File: src/rtl/cpu_types_pkg.sv
// Shared CPU fetch types: machine word and fetch FSM state encoding.
package cpu_types_pkg;

  typedef logic [31:0] word_t;

  typedef enum logic [1:0] {
    FETCH  = 2'd0,
    HOLD   = 2'd1,
    HALTED = 2'd2
  } fetch_state_t;

  localparam word_t PC_STEP = 32'd4;

endpackage

File: src/rtl/fetch_unit.sv
// Instruction fetch: PC, FETCH/HOLD/HALTED FSM; zero-latency imem-to-latch path, stall refetches or (FETCH_SKID_EN) parks the word in a one-entry skid buffer.
// Priority each cycle: redirect > halt > ihit/stall; HALTED is left only through nRST.
module fetch_unit
  import cpu_types_pkg::*;
#(
  parameter logic [31:0] PC_INIT = 32'h0000_0000
) (
  input  logic        CLK,
  input  logic        nRST,
  input  logic        ihit,
  input  logic [31:0] imemload,
  input  logic        stall,
  input  logic        redirect_valid,
  input  logic [31:0] redirect_pc,
  input  logic        halt,
  output logic        imemREN,
  output logic [31:0] imemaddr,
  output logic [31:0] instr_out,
  output logic [31:0] pc_plus_4_out,
  output logic        instr_valid,
  output logic        halted
);

  fetch_state_t state_q, state_d;
  word_t        pc_q, pc_d;
  word_t        pc_plus_4;
  word_t        redirect_aligned;
  logic         valid_d;
`ifdef FETCH_SKID_EN
  word_t        buf_instr_q, buf_instr_d;
  word_t        buf_pc4_q, buf_pc4_d;
`endif

  assign pc_plus_4        = pc_q + PC_STEP;
  assign redirect_aligned = redirect_pc & ~32'd3;

  always_comb begin
    state_d       = state_q;
    pc_d          = pc_q;
    valid_d       = 1'b0;
    instr_out     = imemload;
    pc_plus_4_out = pc_plus_4;
`ifdef FETCH_SKID_EN
    buf_instr_d   = buf_instr_q;
    buf_pc4_d     = buf_pc4_q;
`endif
    case (state_q)
      FETCH: begin
        if (redirect_valid) begin
          pc_d = redirect_aligned;
        end else if (halt) begin
          state_d = HALTED;
        end else if (ihit && !stall) begin
          valid_d = 1'b1;
          pc_d    = pc_plus_4;
        end else if (ihit) begin
`ifdef FETCH_SKID_EN
          // Park the word so imem can move on while the latch is blocked
          buf_instr_d = imemload;
          buf_pc4_d   = pc_plus_4;
          pc_d        = pc_plus_4;
          state_d     = HOLD;
`endif
        end
      end
`ifdef FETCH_SKID_EN
      HOLD: begin
        instr_out     = buf_instr_q;
        pc_plus_4_out = buf_pc4_q;
        if (redirect_valid) begin
          pc_d        = redirect_aligned;
          buf_instr_d = '0;
          buf_pc4_d   = '0;
          state_d     = FETCH;
        end else if (halt) begin
          state_d = HALTED;
        end else begin
          valid_d = 1'b1;
          if (!stall) state_d = FETCH;
        end
      end
`endif
      HALTED: begin
        state_d = HALTED;
      end
      default: begin
        state_d = FETCH;
      end
    endcase
  end

  always_ff @(posedge CLK or negedge nRST) begin
    if (!nRST) begin
      state_q     <= FETCH;
      pc_q        <= PC_INIT;
`ifdef FETCH_SKID_EN
      buf_instr_q <= '0;
      buf_pc4_q   <= '0;
`endif
    end else begin
      state_q     <= state_d;
      pc_q        <= pc_d;
`ifdef FETCH_SKID_EN
      buf_instr_q <= buf_instr_d;
      buf_pc4_q   <= buf_pc4_d;
`endif
    end
  end

  // Latch enable must stay low while reset is held, even if imem reports a hit
  assign instr_valid = valid_d & nRST;
  assign imemREN     = (state_q == FETCH);
  assign imemaddr    = pc_q;
  assign halted      = (state_q == HALTED);

endmodule

File: config.mk
export PLATFORM = sky130hd
export DESIGN_NAME = fetch_unit
export DESIGN_NICKNAME = d
export VERILOG_FILES = /design/src/rtl/cpu_types_pkg.sv /design/src/rtl/fetch_unit.sv
export SDC_FILE = /design/constraint.sdc
export NUM_CORES = 1
export LEC_CHECK = 0
export ABC_AREA = 0
export CORE_MARGIN = 1
export CORE_UTILIZATION = 35
export CTS_CLUSTER_SIZE = 24
export DETAILED_ROUTE_END_ITERATION = 12
export PLACE_DENSITY = 0.79
export SLEW_MARGIN = 30
export SYNTH_ARGS = -nofsm -noshare
export SYNTH_HDL_FRONTEND = slang
export SYNTH_SLANG_ARGS = --single-unit
File: constraint.sdc
create_clock -name CLK -period 1.9 [get_ports CLK]
set_input_delay 0.285 -clock CLK [delete_from_list [all_inputs] [get_ports CLK]]
set_output_delay 0.285 -clock CLK [all_outputs]
set_load 0.01 [all_outputs]
; After elaboration in Yosys (flattened, before gate mapping)
; Index checks and enable logic that the tools add are counted.
[classes]
reduce_logical = 6
n_eq_ne = 4
mux = 10
add_sub_neg = 1
bitwise_logic = 1
[ops]
columns = operator, n
row1 = 32-bit 2-to-1 mux, 3
row2 = "32-bit by 3-bit adder with 32-bit output, second input constant", 1
row3 = "2-bit != test, second input constant", 3
row4 = 1-bit 2-to-1 mux, 4
row5 = 2-bit 2-to-1 mux, 2
row6 = 2-bit one-hot mux with 2 select lines, 1
row7 = 3-bit AND reduction, 1
row8 = "2-bit == test, second input constant", 1
row9 = 2-bit logical NOT, 1
row10 = 2-bit AND reduction, 1
row11 = 2-bit nonzero test, 1
row12 = 1-bit bitwise AND, 1
row13 = 1-bit logical AND, 1
row14 = 1-bit logical NOT, 1
[word_totals]
word_cells = 24
regBits = 34
input_bits = 70
out_inout_bits = 99

; Depth between registers and ports, before layout
; Gate-level depths: netlist (run 1).
[logic_depth]
depth_word = 7
depth_mapped = 7
mapped_depth_nobuf = 5

; Least setup slack after synthesis (run 1)
; OpenSTA, ideal clock, no wires.
[synth_timing]
path_type = flip-flop to output port
startpoint = reg pc_q[3] (netlist: imemaddr[3])
endpoint = out pc_plus_4_out[24]
n_path_buf = 0
required_ns = 1.615
setup_slack_ns = -0.241
path_stages_with_launch = 6
arrival_ns = 1.856
path_cell_list = dfrtp_1 ha_1 nand3_1 nor3_2 nand4_1 xnor2_1
[synth_between]
elab_chain_cells = 1
[synth_lines]
columns = element, line_no
row1 = start: declaration, fetch_unit.sv:25  ; word_t pc_q, pc_d;
row2 = start signal: assignment, fetch_unit.sv:102  ; pc_q <= pc_d;
row3 = 32-bit by 3-bit adder with 32-bit output, fetch_unit.sv:34  ; assign pc_plus_4 = pc_q + PC_STEP;
row4 = end: declaration, fetch_unit.sv:19  ; output logic [31:0] pc_plus_4_out,
; No other way between the ends.

; Final worst setup path (run 1)
[layout_timing]
startpoint = reg pc_q[3] (netlist: imemaddr[3])
endpoint = out pc_plus_4_out[14]
; The elaborated chain is that of the path after synthesis.

==> flow_metrics.tcl, run 1 <==
set metrics [dict create \
    status "finished with violations" \
    violations "negative setup slack" \
    fmax_mhz 451 \
    synth-warning-count 0 \
    syn-cell-area_mm2 0.00286 \
    numCtsBuffers 5 \
    synth_cell_types 53 \
    timing.final.ws_setup_ns -0.315 \
    start_kind "flip-flop" \
    grt_pass1_vias 3585 \
    core_mm2 0.00781 \
    port_buffers 98 \
    cp_max_fo 2 \
    synth_most_common_cell "buf_4" \
    post-route-min-period_ns 2.22 \
    hp-start "redirect_valid" \
    setup_violations 24 \
    swShare_pct 35.9 \
    min_path_type "primary input to flip-flop" \
    avgSynthCellArea_um2 8.14 \
    dp_hpwl_um 6970 \
    die_w_um 92.4 \
    antenna_left 0 \
    gp_congestion 0.863 \
    drc 0 \
    final_core_util_pct 64.0 \
    worst_r2r_path_depth 9 \
    total_power_uw 2700 \
    clk_latency_ns 0.29 \
    synthCells 351 \
    initial_utilization_pct 36.6 \
    postLayoutCellArea_mm2 0.00500 \
    fp-row-count 32 \
    whs_ns 0.410 \
    pre_cts_ws_ns -0.423 \
    yosysTopAreaCell "dfrtp_1" \
    drv_cap 0 \
    drive_gt1_share_pct 42.0 \
    intPower_uw 1730 \
    overflow 0 \
    cp_data_required_time_ns 1.62 \
    slew_viol_final 0 \
    tritoncts "built" \
    htree_levels 2 \
    grt_setup_unrepaired "true" \
    pin_count 169 \
    finalCritPeriodShare_pct 117 \
    synth_top_area_share_pct 27.1 \
    power.leakage_uw 0.00223 \
    yosys-top-cells-area "dfrtp_1 (27%), buf_4 (9.5%), xnor2_1 (5.8%)" \
    synth_common_cells "buf_4 (36), dfrtp_1 (31), nand3_1 (23), a21oi_1 (22)" \
    wire_per_inst_um 18.4 \
    cts.sinks 31 \
    seq_area_frac_synth_pct 27.1 \
    max-vdd-ir-drop_mv 0.410 \
    clk_pin_slew_worst_paths_ns 0.07 \
    grt_usage_pct 26.1 \
    async_reset_ff_share_pct 100 \
    die_h_um 92.4 \
    seqPwrFrac_pct 30.5 \
    finalHoldViolations 0 \
    dieArea_mm2 0.00853 \
    rr_endpoint "imemaddr[16]" \
    power.share.clock_pct 19.1 \
    worstPathArrival_ns 1.93 \
    placed_area_mm2 0.00433 \
    pwr-share-comb_pct 50.4 \
    synthFlopType "dfrtp_1" \
    grt_pass1_wl_um 17600 \
    min_to "imemaddr[14]" \
    n_fill_cell 652 \
    worst_setup_path_end_kind "primary output" \
    antenna_found_initial 0 \
    min_path_cells 3 \
    layout.nets 600 \
    drt_iter0_markers 287 \
    crit_type "flip-flop to primary output" \
    ff2ff_setup_slack_ns 0.06 \
    p_sw_uw 970 \
    ctsHoldBuffers 0 \
    synth_edf_count 0 \
    dr_total_vias 3620 \
    grt_max_degree 66 \
    wirelength_um 11600 \
    vias_per_cell 5.73 \
    power_density_mw_per_mm2 540 \
    yosys_register_bits 31 \
    timing.rr.start "imemaddr[3]" \
    clockBufferDepth 2 \
    dr.pass1.iters 5 \
    syn_to_final_growth_pct 74.9 \
    cts.root.buffer_cell "clkbuf_8" \
    finClkSkew_ns 0.00682 \
]
-- through the flow --
step / std cells / TNS [ns]
2_1_floorplan: 354 / -0.0471
3_3_place_gp: 575 / -11.10
3_5_place_dp: 575 / -13.46
4_1_cts: 618 / -3.43
5_1_grt: 631 / -6.97
6_report: 632 / -5.05
-- power groups by stage --
| stage | sequential, uW | clock [uW] | combinational [uW] |
|---|---|---|---|
| 2_1_floorplan | 874 | 0 | 487 |
| 3_3_place_gp | 831 | 0 | 1090 |
| 3_5_place_dp | 841 | 0 | 1110 |
| 4_1_cts | 817 | 517 | 1260 |
| 5_1_grt | 828 | 553 | 1440 |
| 6_report | 823 | 517 | 1360 |
-- routing by layer --
layer  share of wire (%)  global-route usage, %  vias to the layer above
li1                    -                      -                     1618
met1                  39                   30.3                     1775
met2                  51                   46.8                      187
met3                 6.6                   5.09                       40
met4                 3.4                   10.2                        0
met5                   0                      0                        -
-- timing repair --
| action | in CTS | in global routing |
|---|---|---|
| resized for setup | 161 | 26 |
| pin swaps | 37 | 32 |
| setup endpoints to repair | 29 | 52 |
| cloned | 0 | 2 |
| buffers inserted | 39 | 14 |
-- worst max-delay path by stage --
stage	depth (start not counted)	start	slack [ns]	to
after floorplan	6	imemaddr[22]	-0.04	pc_plus_4_out[29]
after global placement	4	ihit	-0.34	instr_valid
after detailed placement	4	ihit	-0.42	instr_valid
after CTS	8	imemaddr[3]	-0.24	pc_plus_4_out[24]
after global routing	8	imemaddr[3]	-0.37	pc_plus_4_out[17]
final	8	imemaddr[3]	-0.32	pc_plus_4_out[14]
-- sequential cells by signal, summed over array words and instances, names as in the netlist --
signal / count
imemaddr: 30
state_q: 1
-- critical path: stages, from the launching register on --
cell	delay [ns]
dfrtp_1	0.41
ha_4	0.18
nand3_4	0.10
buf_12	0.15
buf_8	0.12
nor4_4	0.19
buf_4	0.16
xor2_2	0.17
buf_2	0.16
-- placed cells by master, fill, tap and decap left out, types with 4 or more instances in the layout --
cell             synthesis  layout
nor3_1                   7       4
nand2_1                 15       9
nand4_1                 15      15
xor2_1                   8       7
xnor2_2                  0      10
dfrtp_2                  0       5
buf_12                   0       6
buf_4                   36     108
or3_1                   10       9
o2bb2ai_1                5       5
nor4_1                   9       8
o311ai_0                 5       5
o211ai_1                11      11
and2_1                   4       4
nand3_1                 23      17
nand2_4                  0       4
clkdlybuf4s50_1          0      67
and3_1                  17      17
dfrtp_1                 31      26
a311o_1                  4       4
a31oi_1                  4       4
xnor2_1                 19       9
nor2_1                  10       7
conb_1                   1       4
a21oi_1                 22      20
o21ai_0                 19      19
inv_1                    9       9
buf_2                    9      27
nand3_4                  1       5
buf_6                    3      18
clkbuf_8                 0       5
-- cells by family after synthesis --
group | after synthesis | synth area share [%]
compound gates | 86 | 20.4
xor+xnor | 27 | 8.28
fa+ha+maj | 1 | 0.438
buf+inv | 75 | 15.8
flops | 31 | 27.1
mux | 2 | 0.701
other cells | 1 | 0.131
simple gates | 128 | 27.1
-- area by class of cell --
cell class / count / area [um^2] / area share (%)
Timing Repair Buffer: 231 / 1990 / 39.8
Multi-Input combinational cell: 250 / 1980 / 39.6
Sequential cell: 31 / 782 / 15.6
Tap cell: 102 / 128 / 2.55
Clock buffer: 7 / 76.3 / 1.53
Inverter: 10 / 37.5 / 0.751
Antenna cell: 1 / 2.50 / 0.0501
No activity file was read; power rests on OpenSTA's default activity.
==> run 2: changes to the inputs <==
--- a/config.mk
+++ b/config.mk
@@ -6,8 +6,10 @@
 export NUM_CORES = 1
 export LEC_CHECK = 0
 export ABC_AREA = 0
+export ABC_CLOCK_PERIOD_IN_PS = 1900
 export CORE_MARGIN = 1
 export CORE_UTILIZATION = 35
+export CTS_CLUSTER_DIAMETER = 80
 export CTS_CLUSTER_SIZE = 24
 export DETAILED_ROUTE_END_ITERATION = 12
 export PLACE_DENSITY = 0.79
@@ -15,3 +17,4 @@
 export SYNTH_ARGS = -nofsm -noshare
 export SYNTH_HDL_FRONTEND = slang
 export SYNTH_SLANG_ARGS = --single-unit
+export TNS_END_PERCENT = 30
==> run 2 against run 1 <==
Compared with the run above: critical path depth decreased by 1; worst setup slack better by 0.079 ns; non-clock buffer count shrank 15; worst hold slack improved by 0.11 ns; the run still ends with negative setup slack left; clock skew grew 0.0020 ns; power is 5.0% lower; sequential power barely moved; die area stayed put; flip-flop and latch count did not move; combinational power shrank 9%.
==> flow_metrics.tcl, run 2 (synthesis results as in run 1) <==
set metrics [dict create \
    crit_type "flip-flop to primary output" \
    clockBufferDepth 2 \
    gp_congestion 0.876 \
    n_fill_cell 690 \
    cpMaxStageDelayCell "dfrtp_1" \
    core_mm2 0.00781 \
    max-vdd-ir-drop_mv 0.418 \
    violations "negative setup slack" \
    largest_reg_flops 30 \
    dp_cells 580 \
    power_density_mw_per_mm2 547 \
    ff2ff_setup_slack_ns 0.09 \
    drv_cap 0 \
    relSlewSlack_pct 59.8 \
    finalHoldViolations 0 \
    layout.nets 583 \
    min_to "imemaddr[14]" \
    antenna_left 0 \
    wire_per_inst_um 17.1 \
    drc 0 \
    met1_usage_pct 28.8 \
    placed_area_mm2 0.00433 \
    post-route-min-period_ns 2.14 \
    syn_to_final_growth_pct 64.2 \
    dr.pass1.iters 4 \
    busiest_layer "met2" \
    max_stage_delay_ns 0.41 \
    met2_usage_pct 43.0 \
    postLayoutCellArea_mm2 0.00469 \
    critPathBufInv 3 \
    min_path_type "primary input to flip-flop" \
    numCtsBuffers 5 \
    fmax_mhz 468 \
    grt_usage_pct 24.5 \
    clk_pin_slew_worst_paths_ns 0.07 \
    grtUsageMet3_pct 6.16 \
    start_kind "flip-flop" \
    worstPathArrival_ns 1.85 \
    slew_viol_final 0 \
    htree_levels 2 \
    die_w_um 92.4 \
    final_core_util_pct 60.1 \
    initial_utilization_pct 36.6 \
    ctsHoldBuffers 0 \
    timing.final.ws_setup_ns -0.236 \
    cp_top_family "buffers and inverters" \
    drive_gt1_share_pct 37.6 \
    hp-start "redirect_valid" \
    cts.root.buffer_cell "clkbuf_8" \
    clk_latency_ns 0.29 \
    final_common_cell "buf_4" \
    timing.rr.start "imemaddr[3]" \
    num_antenna_cells 0 \
    grt_max_degree 63 \
    finalCritPeriodShare_pct 112 \
    worst_pin_slew_ns 0.603 \
    worstPathCellList "ha_4 -> nand3_4 -> buf_6 -> nor4_4 -> buf_4 -> xor2_1 -> buf_2" \
    cp_max_fo 5 \
    crit_start "imemaddr[3]" \
    antenna_found_initial 1 \
    totalNegativeSetupSlack_ns -3.53 \
    grt_setup_unrepaired "true" \
    dp_hpwl_um 7170 \
    worst_setup_path_end_kind "primary output" \
    rr_endpoint "imemaddr[16]" \
    grt_pass1_vias 3450 \
    grt_pass1_wl_um 16700 \
    final_cell_mix "buf_4 (102), clkdlybuf4s50_1 (67), dfrtp_1 (29)" \
    pin_count 169 \
    wirelength_um 10500 \
    port_buffers 98 \
    vias_per_cell 5.54 \
    die_h_um 92.4 \
    min_path_cells 4 \
    power.leakage_uw 0.00206 \
    drt_iter0_markers 254 \
    layout.cells.non_filler 613 \
    status "finished with violations" \
    cts.sinks 31 \
    cp_data_required_time_ns 1.62 \
    dieArea_mm2 0.00853 \
    setup_violations 25 \
    tritoncts "built" \
    finClkSkew_ns 0.00885 \
    overflow 0 \
    worst_r2r_path_depth 9 \
    dr_total_vias 3395 \
    fp-row-count 32 \
]
## run 2: changes by cell type in the layout (fill, tap and decap cells not counted), sizes merged
cell / before / now
buf: 161 / 142
clkdlybuf4s15: 0 / 3
a21o: 4 / 2
diode: 1 / 0
dlygate4sd2: 2 / 1
dlymetal6s2s: 0 / 1
## run 2: area by class of cell
type	count	area, um^2	area share [%]
multi-input combinational	248	1870	39.8
sequential	31	778	16.6
inverter	10	37.5	0.800
clock buffer	6	72.6	1.55
timing repair buffer	216	1810	38.6
tap	102	128	2.72
## run 2: where the power goes
part	internal, uW	switching (uW)	leakage [uW]
clock	244	262	0.0000371
sequential	734	86.2	0.000320
combinational	679	560	0.00170
## run 2: routing by layer
layer  routed length (um)  vias up
li1                     -     1583
met1                 4140     1646
met2                 5430      143
met3                  748       23
met4                  196        0
met5                    0        -
## run 2: how the worst max path moves through the flow
stage	endpoint	slack, ns	cells after the start
finish	pc_plus_4_out[16]	-0.24	7
global route	pc_plus_4_out[13]	-0.32	7
CTS	pc_plus_4_out[18]	-0.21	7
detailed placement	instr_valid	-0.41	4
global placement	instr_valid	-0.34	4
floorplan	pc_plus_4_out[29]	-0.05	6
## run 2: worst reg2reg max path: stages (launching register included)
cell,delay (ns)
dfrtp_1,0.41
ha_4,0.17
nand3_4,0.13
buf_6,0.16
nor4_4,0.18
buf_4,0.17
buf_4,0.10
buf_4,0.10
a31oi_1,0.08
o22a_1,0.19
## run 2: metrics by stage
stage / total power [uW] / hold slack (ns) / setup WS, ns
2_1_floorplan: 1360 / -0.0106 / -0.0504
3_3_place_gp: 1920 / 0.541 / -0.338
3_5_place_dp: 1950 / 0.546 / -0.415
4_1_cts: 2530 / 0.505 / -0.207
5_1_grt: 2690 / 0.539 / -0.317
6_report: 2570 / 0.519 / -0.236
## run 2: timing repair
item	4_1_cts	5_1_grt
endpoints found under the hold margin	0	0
pin swaps	24	12
gates resized for setup	131	29
setup buffers	25	2
endpoints found under the setup margin	29	39
==> edit (flow settings as in run 2) <==
Reset style: synchronous (`nRST`), changed in one clocked block.
--- a/src/rtl/fetch_unit.sv
+++ b/src/rtl/fetch_unit.sv
@@ -90,5 +90,5 @@
   end
 
-  always_ff @(posedge CLK or negedge nRST) begin
+  always_ff @(posedge CLK) begin
     if (!nRST) begin
       state_q     <= FETCH;
Function: differs if nRST is asserted again (counterexample within 4 cycles, from zero or initial values and one cycle with nRST low); with nRST held inactive, the same outputs for 10 cycles.
==> edit against run 2 <==
  * The flow still finishes with violations (setup timing)
  * Die area is 9.3% lower
  * Global-route usage is 0.54 points higher
  * Count of clock-buffer cells in the layout is 2 higher
  * Sequential cell count stayed put
  * Synthesized area is 9.5% lower
  * Clock skew is 0.0026 ns lower
  * Routed wire length is 1.6% higher
  * Clock power is 14% higher
  * Worst setup slack worse by 0.18 ns
  * Fmax is 8.0% lower
  * Cell area is 2.4% lower
  * Synthesized cell count stayed put
  * Total power is 19% lower
==> edit: results <==
export IMPL_n_all_buffers=210
export IMPL_grt_start_max_net_pins=33
export IMPL_synth_ff_type="dfxtp_1"
export IMPL_synthDistinctLibCells=54
export IMPL_r2r_end="imemaddr[21]$_SDFFE_PN0P_"
export IMPL_hold_end="imemaddr[28]$_SDFFE_PN0P_"
export IMPL_dpl_worst_slack_ns=-0.5928
export IMPL_viasPerCell=5.534
export IMPL_crit_arrival_ns=2.04
export IMPL_setup_slack_ns=-0.4210
export IMPL_p_per_area_mw_per_mm2=451.4
export IMPL_violations="setup timing"
export IMPL_path_clk_slew_ns=0.07
export IMPL_tns_ns=-6.358
export IMPL_dp_hpwl_um=6785
export IMPL_n_clock_buffer=8
export IMPL_reg2reg_depth=13
export IMPL_final_clk_cell_share=0.02185
export IMPL_antenna_found_initial=0
export IMPL_regArea_sq_um=641.9
export IMPL_status="finished with violations"
export IMPL_fill_cells=538
export IMPL_grt_first_pass_wirelength_um=15080
export IMPL_cellLeakagePower_nw=2.185
export IMPL_cts_root_buffer="clkbuf_8"
export IMPL_p_comb_frac=0.363
export IMPL_worstMarginPinSlew_ns=0.5612
export IMPL_drt_iter0_drc=215
export IMPL_synth_area_top_cells="dfxtp_1, buf_4, nand2_1"
export IMPL_hold_depth=3
export IMPL_placed_cells=575
export IMPL_drive_gt1_frac=0.4012
export IMPL_synth_common_cells="nand2_1, buf_4, dfxtp_1, nor2_1, clkbuf_1"
export IMPL_p_clk_frac=0.280
export IMPL_met3_usage=0.05184
export IMPL_post_route_util=0.6561
export IMPL_switching_share=0.3127
export IMPL_worstSetupEndpoint="pc_plus_4_out[22]"
export IMPL_coreArea_sq_mm=0.006982
export IMPL_rrSetupSlack_ns=-0.34
export IMPL_max_vdd_ir_drop_uv=292.0
export IMPL_gp_congestion=0.9163
export IMPL_nonClkBufAreaFrac=0.3909
export IMPL_setup_viol=33
export IMPL_ys_seq_area_frac=0.2401
export IMPL_use_met2=0.4313
export IMPL_inverters=6
export IMPL_fin_hold_ws_ns=0.4233
export IMPL_final_instance_count_excl_fill=607
==> edit: worst max-delay path, stage by stage (launching register included) <==
cell,delay [ns]
dfxtp_2,0.34
nand2_2,0.06
or4_4,0.60
buf_12,0.17
o31a_1,0.25
or2_4,0.23
buf_6,0.12
==> edit: cells by family after synthesis <==
group / Yosys count / share of synthesized area
mux: 6 / 0.02323
flops: 31 / 0.2401
simple gates: 135 / 0.2686
xor+xnor: 27 / 0.09148
fa+ha+maj: 1 / 0.004839
compound gates: 83 / 0.2164
buf+inv: 67 / 0.1539
other cells: 1 / 0.001451
==> edit: timing repair <==
| action | 4_1_cts | 5_1_grt |
|---|---|---|
| setup endpoints to repair | 57 | 49 |
| buffers inserted | 14 | 10 |
| gates resized for setup | 144 | 30 |
| pin swaps | 41 | 10 |
==> edit: per-layer routing <==
metal  part of all wire  vias to the layer above
met4              0.036                        0
met2               0.50                      195
li1                   -                     1530
met5                  0                        -
met1               0.38                     1591
met3              0.077                       43
